## src/rtl/alu_operand_loader_pkg.sv

```systemverilog
// Shared definitions for the operand loader and the two-operand ALU it feeds.
//   state_e          : loader FSM state encoding (3-bit)
//   OP_ADD..OP_OR    : 2-bit ALU opcode values, also decoded by the ALU itself
//   signed_overflow  : overflow rule for a captured result, from sign bits only
package alu_operand_loader_pkg;

  typedef enum logic [2:0] {
    S_A    = 3'd0,  // waiting for operand A
    S_B    = 3'd1,  // waiting for operand B
    S_OP   = 3'd2,  // waiting for the opcode word
    S_EXEC = 3'd3,  // ALU settles on registered operands, result captured at end
    S_RESP = 3'd4   // result presented until the consumer takes it
  } state_e;

  localparam logic [1:0] OP_ADD = 2'h0;
  localparam logic [1:0] OP_SUB = 2'h1;
  localparam logic [1:0] OP_AND = 2'h2;
  localparam logic [1:0] OP_OR  = 2'h3;

  // Two's-complement overflow: for add the operands share a sign and the
  // result sign differs; for sub the operands differ in sign and the result
  // sign differs from A. Logic ops never overflow.
  function automatic logic signed_overflow(input logic [1:0] sel,
                                           input logic       a_msb,
                                           input logic       b_msb,
                                           input logic       c_msb);
    logic ovf;
    ovf = 1'b0;
    case (sel)
      OP_ADD:  ovf = (a_msb == b_msb) && (c_msb != a_msb);
      OP_SUB:  ovf = (a_msb != b_msb) && (c_msb != a_msb);
      default: ovf = 1'b0;
    endcase
    return ovf;
  endfunction

endpackage

```

## src/rtl/alu_operand_loader.sv

```systemverilog
// Sequential front end for the external two-operand ALU.
// Loads A, B and an opcode word over a valid/ready stream, holds them in
// registers driving the ALU, captures the ALU result after one exec cycle and
// offers it (with a signed-overflow flag) on a valid/ready result port.
//   i_clk, i_reset          : clock, synchronous active-high reset
//   i_data/i_valid/o_ready  : input word stream (A, B, opcode in [1:0])
//   o_dataA/o_dataB/o_sel   : registered operands and opcode to the ALU
//   i_dataC                 : combinational ALU result
//   o_result/o_overflow     : captured result and overflow flag
//   o_result_valid/i_result_ready : result handshake
module alu_operand_loader
  import alu_operand_loader_pkg::*;
#(
  parameter int N_BITS = 16
) (
  input  logic              i_clk,
  input  logic              i_reset,
  input  logic [N_BITS-1:0] i_data,
  input  logic              i_valid,
  output logic              o_ready,
  output logic [N_BITS-1:0] o_dataA,
  output logic [N_BITS-1:0] o_dataB,
  output logic [1:0]        o_sel,
  input  logic [N_BITS-1:0] i_dataC,
  output logic [N_BITS-1:0] o_result,
  output logic              o_overflow,
  output logic              o_result_valid,
  input  logic              i_result_ready
);

  state_e state, state_next;
  logic   accept;

  // Handshake outputs come from the state register only, so there is no
  // combinational path from i_valid or i_result_ready to them.
  assign o_ready        = (state == S_A) || (state == S_B) || (state == S_OP);
  assign o_result_valid = (state == S_RESP);
  assign accept         = i_valid && o_ready;

  // NOTE: state and data registers use non-blocking assignments so every
  // flop samples the pre-edge values of the others.
  always_ff @(posedge i_clk) begin
    if (i_reset) state <= S_A;
    else         state <= state_next;
  end

  always_comb begin
    state_next = state;
    case (state)
      S_A:     if (accept) state_next = S_B;
      S_B:     if (accept) state_next = S_OP;
      S_OP:    if (accept) state_next = S_EXEC;
      S_EXEC:  state_next = S_RESP;
      S_RESP:  if (i_result_ready) state_next = S_A;
      default: state_next = S_A;
    endcase
  end

  // Operand registers keep their values after a transaction until the next
  // accept overwrites them; reset discards any partially loaded operands.
  always_ff @(posedge i_clk) begin
    if (i_reset) begin
      o_dataA    <= '0;
      o_dataB    <= '0;
      o_sel      <= OP_ADD;
      o_result   <= '0;
      o_overflow <= 1'b0;
    end else begin
      if (accept && state == S_A)  o_dataA <= i_data;
      if (accept && state == S_B)  o_dataB <= i_data;
      if (accept && state == S_OP) o_sel   <= i_data[1:0];
      // The ALU has had a full cycle on the registered operands by now.
      if (state == S_EXEC) begin
        o_result   <= i_dataC;
        o_overflow <= signed_overflow(o_sel, o_dataA[N_BITS-1],
                                      o_dataB[N_BITS-1], i_dataC[N_BITS-1]);
      end
    end
  end

endmodule
```

## config.mk

```make
export PLATFORM = sky130hd
export DESIGN_NAME = alu_operand_loader
export DESIGN_NICKNAME = d
export VERILOG_FILES = /design/src/rtl/alu_operand_loader_pkg.sv /design/src/rtl/alu_operand_loader.sv
export SDC_FILE = /design/constraint.sdc
export NUM_CORES = 1
export LEC_CHECK = 0
export CAP_MARGIN = 20
export CORE_UTILIZATION = 41
export DETAILED_ROUTE_END_ITERATION = 16
export HOLD_SLACK_MARGIN = 0.06
export PLACE_DENSITY_LB_ADDON = 0.05
export SYNTH_ARGS = -nofsm -noshare
export SYNTH_HDL_FRONTEND = slang
export SYNTH_SLANG_ARGS = --single-unit
export TNS_END_PERCENT = 20
```

## constraint.sdc

```tcl
create_clock -name i_clk -period 1.5 [get_ports i_clk]
set_input_delay 0.3 -clock i_clk [delete_from_list [all_inputs] [get_ports i_clk]]
set_output_delay 0.3 -clock i_clk [all_outputs]
set_load 0.005 [all_outputs]
```

==> results of run 1 <==
-- sequential cells by signal (all words and copies together) (netlist names) --
| register | cells |
|---|---|
| o_dataB | 16 |
| state | 3 |
| o_result | 16 |
| o_sel | 2 |
| o_dataA | 16 |
| o_overflow | 1 |
-- timing repair --
| item | in CTS | in global routing |
|---|---|---|
| gates cloned | 0 | 1 |
| gates resized for setup | 6 | 17 |
| pin swaps | 0 | 1 |
| setup endpoints to repair | 5 | 24 |
-- worst max-delay path by stage --
| stage | start | to |
|---|---|---|
| global placement | i_valid | o_dataB[1] |
| CTS | o_sel[1] | o_sel[1] |
| global route | o_dataB[15] | o_dataB[15] |
| floorplan | state[2] | o_dataA[10] |
| detailed placement | i_valid | o_dataB[2] |
| finish | o_dataA[9] | o_dataA[9] |
-- cells in the mapped netlist, types with 2 or more instances --
master	count
a21oi_1	51
buf_2	5
buf_4	3
buf_6	2
clkbuf_1	7
clkbuf_2	2
dfxtp_1	54
mux2i_1	3
nand2_1	97
nand3b_1	3
nor2_1	2
nor2b_1	2
nor3b_1	2
-- where the power goes --
part | internal (µW) | switching (µW)
sequential | 1490 | 29.9
combinational | 264 | 174
clock | 535 | 451
total | 2290 | 655
-- metal layers --
metal,track usage,vias to the layer above,part of all wire
li1,-,984,-
met1,0.244,848,0.47
met2,0.298,59,0.46
met3,0.0611,4,0.061
met4,0.0523,0,0.0078
met5,0,-,0
-- stage by stage --
step / total power, µW / util
floorplan: 1710 / -
global placement: 1970 / 0.645
detailed placement: 1980 / 0.645
CTS: 2960 / 0.670
global route: 3060 / 0.679
finish: 2940 / 0.679
-- layout make-up --
cell class,instances,share of cell area
clock buffers,6,0.0257
well taps,67,0.0261
multi-input cells,171,0.264
inverters,1,0.00117
repair buffers,106,0.334
clock inverters,1,0.00936
flip-flops and latches,54,0.340
-- kinds of logic (layout without fill, tap and decap cells) --
logic type | count (synthesis) | after routing | share of synthesized area
mux | 3 | 3 | 0.0149
simple gates | 114 | 114 | 0.253
buf+inv | 20 | 114 | 0.0548
xor+xnor | 1 | 1 | 0.00436
flops | 54 | 54 | 0.538
compound gates | 53 | 53 | 0.135
==> run metrics, run 1 <==
status=complete, no violations; Syn Area/Cell=8.21 µm²; max-slew violation count=0; hold path startpoint=i_reset; sequential area share after synthesis=0.538; Post-DRT Antenna Nets=0; Crit Path Max Fanout=2; final WL=4840 µm; Max Fclk=680 MHz; fin crit period=1.47 ns; post-CTS setup buffer count=0; GRT overflow=0; # diodes=0; largest net degree at the start of global routing=33; worst r2r src=state[1]; port bufs=88; Max Root-Sink Buffers=2; num rows=25; Placed Instances=398; root buffer cell=clkbuf_8; Final WS setup=0.0296 ns; layout cells sized above 1=0.118; Main synth FF type=dfxtp_1; Clock transition at path regs=0.09 ns; vias=1895; Worst Hold Class=input port to flip-flop; Synth Register Bits=54; CP arrival=1.17 ns; hold-fix buffers at CTS=0; Worst Hold Depth=2; drt pass-1 iters=4; Chip Width=72.0 µm; Lkg Pwr=0.00121 µW; DP Area=3040 µm²; Starting Density=0.426; synthesized area=2010 µm²; R2R setup slack=0.07 ns; GRT Total Usage=0.187; Num CTS Buffers=5; commonest non-fill, non-tap cell in the layout=nand2_1; Worst path slowest cell=clkdlybuf4s50_1; footprint of the multi-input gates=847 µm²; worst-margin pin slew=0.291 ns; most frequent cells in the layout=97 x nand2_1, 81 x clkdlybuf4s50_1, 50 x a21oi_1; Iter 0 DRT Violations=119; Syn Nets=281; area added between synthesis and finish=59.6%; Rel. slew slack=0.806; Max rail drop VDD=0.000513 V; RR Endpoint=o_dataA[2]; setup tns final=0 ns; crit-path max cell delay=0.52 ns; gpl congestion=0.689; cells taking the most area after synthesis=dfxtp_1 54%, nand2_1 18%, a21oi_1 13%, mux2i_1 1.5%, clkbuf_1 1.3%; vias per cell=4.67; CP Cell Sequence=clkdlybuf4s50_1; vias in the first global route=1663; pwr dens=917 nW/µm²; storage element area=1090 µm²; final hold viol count=0; Buf/Inv on CP=1; Core Area=4720 µm²; post-route insts no fill=406; dominant cell type by area after synthesis=dfxtp_1; Synth Instances=245; Critical Path RT=1.20 ns; Synth async-reset ratio=0; fill count=419; post-synth cell types=25; Final Net Count=375; I/O pins=89; pre-CTS setup slack=-0.192 ns; DP HPWL=3340 µm; Final Instance Area=3210 µm²; element type at the critical path end=primary output; DRC violations left=0; Hold EP=o_dataB[7]; final setup vio count=0; YS warnings=0; Setup crit start kind=flip-flop; clock skew=0.00442 ns; Crit path depth=1; initial antenna violation count=0; share of the synthesized area in the top cell type=0.538; CTS tree=done; CTS sink cnt=54; Final Cycle Share=0.980; FF-to-FF path depth=5; drt wl/cell=11.9 µm; Hold Slack=0.367 ns; Die Span Y=72.0 µm; Post-synth EDFFs=0; Die ar.=5190 µm²; first-pass GRT wire length=7630 µm; MaxCap Viol Count=0; CTS H-tree lvls=2; worst skew pair latency=0.30 ns; critical setup path kind=flip-flop to primary output; unrepaired setup endpoints after global routing=no; delay-heaviest family, CP=buffers and inverters
Note: power is estimated with default switching activity, not from simulation.
==> run 2, diff against run 1 <==
--- a/config.mk
+++ b/config.mk
@@ -6,7 +6,7 @@
 export NUM_CORES = 1
 export LEC_CHECK = 0
 export CAP_MARGIN = 20
-export CORE_UTILIZATION = 41
+export CORE_UTILIZATION = 30
 export DETAILED_ROUTE_END_ITERATION = 16
 export HOLD_SLACK_MARGIN = 0.06
 export PLACE_DENSITY_LB_ADDON = 0.05
==> run 2 against run 1 <==
The flow now finishes with violations (design-rule violations). Sequential share of layout area decreased by 0.15 points. Critical path depth unchanged. Die area increased by 36%. Largest power group unchanged.
==> run metrics, run 2 (synthesis results as in run 1) <==
status=finished with violations; violated checks=design-rule violations; max-slew violation count=0 (unchanged); Post-DRT Antenna Nets=0 (unchanged); fill count=635 (+52%); post-route insts no fill=419 (+3.2%); Max rail drop VDD=0.000306 V (-40%); Crit Path Max Fanout=2 (unchanged); Tot Pwr=2760 µW (-6.3%); GRT Total Usage=0.153 (-0.0342); Num CTS Buffers=5 (unchanged); final WL=5290 µm (+9.2%); drt wl/cell=12.6 µm (+5.8%); Clock transition at path regs=0.09 ns (about the same); layout cells sized above 1=0.135 (+0.0165); DRC violations left=14 (+14); Chip Width=83.9 µm (+16%); crit-path max cell delay=0.51 ns (about the same); largest net degree at the start of global routing=23 (-30%); Die Span Y=83.9 µm (+16%); CTS H-tree lvls=2 (unchanged); Final Net Count=379 (+1.1%); top flop regs=o_dataA: 16 flops, o_dataB: 16 flops, o_result: 16 flops; Worst path slowest cell=clkdlybuf4s50_1; Critical Path RT=1.20 ns (about the same); CTS tree=done; CTS sink cnt=54 (unchanged); vias=1937 (+2.2%); fin crit period=1.46 ns (-0.0142 ns); Core Util, Final=0.502 (-0.178); pwr dens=856 nW/µm² (-6.7%); num rows=29 (+16%); unrepaired setup endpoints after global routing=yes; vias in the first global route=1819 (+9.4%); clock skew=0.00732 ns (+0.00290 ns); Placed Instances=412 (+3.5%); critical setup path kind=flip-flop to primary output; DP HPWL=3620 µm (+8.3%); commonest non-fill, non-tap cell in the layout=nand2_1; Rel. slew slack=0.758 (-0.0481); Final Cycle Share=0.971 (-0.00950); Worst Hold Class=input port to flip-flop; port bufs=88 (unchanged); post-CTS setup buffer count=0 (unchanged); initial antenna violation count=0 (unchanged); Die ar.=7030 µm² (+36%); hold-fix buffers at CTS=0 (unchanged); root buffer cell=clkbuf_8; worst-margin pin slew=0.363 ns (+0.0722 ns); vias per cell=4.62 (-0.96%); Core Area=6420 µm² (+36%); final hold viol count=0 (unchanged); R2R setup slack=0.06 ns (about the same); CP Cell Sequence=clkdlybuf4s50_1; delay-heaviest family, CP=buffers and inverters; area added between synthesis and finish=60.3%; # diodes=0 (unchanged); Buf/Inv on CP=1 (unchanged); gpl congestion=0.684 (-0.75%); Iter 0 DRT Violations=94 (-21%); Lkg Pwr=0.00133 µW (+9.5%); GRT overflow=0 (unchanged); final setup vio count=0 (unchanged); setup tns final=0 ns (unchanged); MaxCap Viol Count=0 (unchanged); Setup crit start kind=flip-flop; drt pass-1 iters=10 (+6); I/O pins=89 (unchanged); worst skew pair latency=0.30 ns (about the same); CP arrival=1.16 ns (about the same); Max Root-Sink Buffers=2 (unchanged); most frequent cells in the layout=97 x nand2_1, 74 x clkdlybuf4s50_1, 47 x a21oi_1; element type at the critical path end=primary output; Starting Density=0.313 (-0.113); Max Fclk=687 MHz (+0.98%); first-pass GRT wire length=8550 µm (+12%)
-- run 2: cell types whose count changed in the layout (fill, tap and decap cells not counted) --
cell	change
buf_4	+6
or4b_4	-1
buf_6	-1
dlymetal6s2s_1	+6
or4b_1	+1
buf_12	-1
clkbuf_2	+1
clkdlybuf4s50_1	-7
bufinv_16	-1
a21oi_2	+3
a21oi_1	-3
-- run 2: metrics by stage --
step	hold WS, ns	worst slack (ns)	instance area, µm²
finish	0.396	0.0439	3220
global placement	0.441	-0.206	3070
global route	0.399	-0.0248	3220
CTS	0.391	0.00692	3160
floorplan	0.436	0.196	2010
detailed placement	0.447	-0.225	3070
-- run 2: worst paths after layout --
check               from           to  depth (start not counted)
max reg2reg     state[0]  o_dataA[14]                          5
min              i_reset  o_result[8]                          2
min reg2reg   o_dataB[4]   o_dataB[4]                          2
max          o_dataA[10]  o_dataA[10]                          1
-- run 2: what timing repair did --
item	4_1_cts	5_1_grt
gates resized for setup	7	25
pin swaps	0	1
cloned	0	1
endpoints found under the setup margin	6	38
-- run 2: final cells by class --
class	count	area, µm²	area share
multi-input cells	171	855	0.265
repair buffers	110	1090	0.340
inverters	1	3.75	0.00116
clock buffers	6	82.6	0.0256
flip-flops and latches	54	1090	0.339
well taps	77	96.3	0.0299
-- run 2: metal layers --
metal  wire (µm)  up-vias  track usage  part of all wire
met1        2540      871        0.200              0.48
met2        2340       66        0.238              0.44
met3         339        7       0.0485             0.064
met5           0        -            0                 0
met4          68        0       0.0517             0.013
li1            -      993            -                 -
-- run 2: power breakdown --
part | total, µW | internal, µW | switching (µW)
registers | 1520 | 1490 | 30.2
logic | 439 | 262 | 178
clock network | 800 | 357 | 443
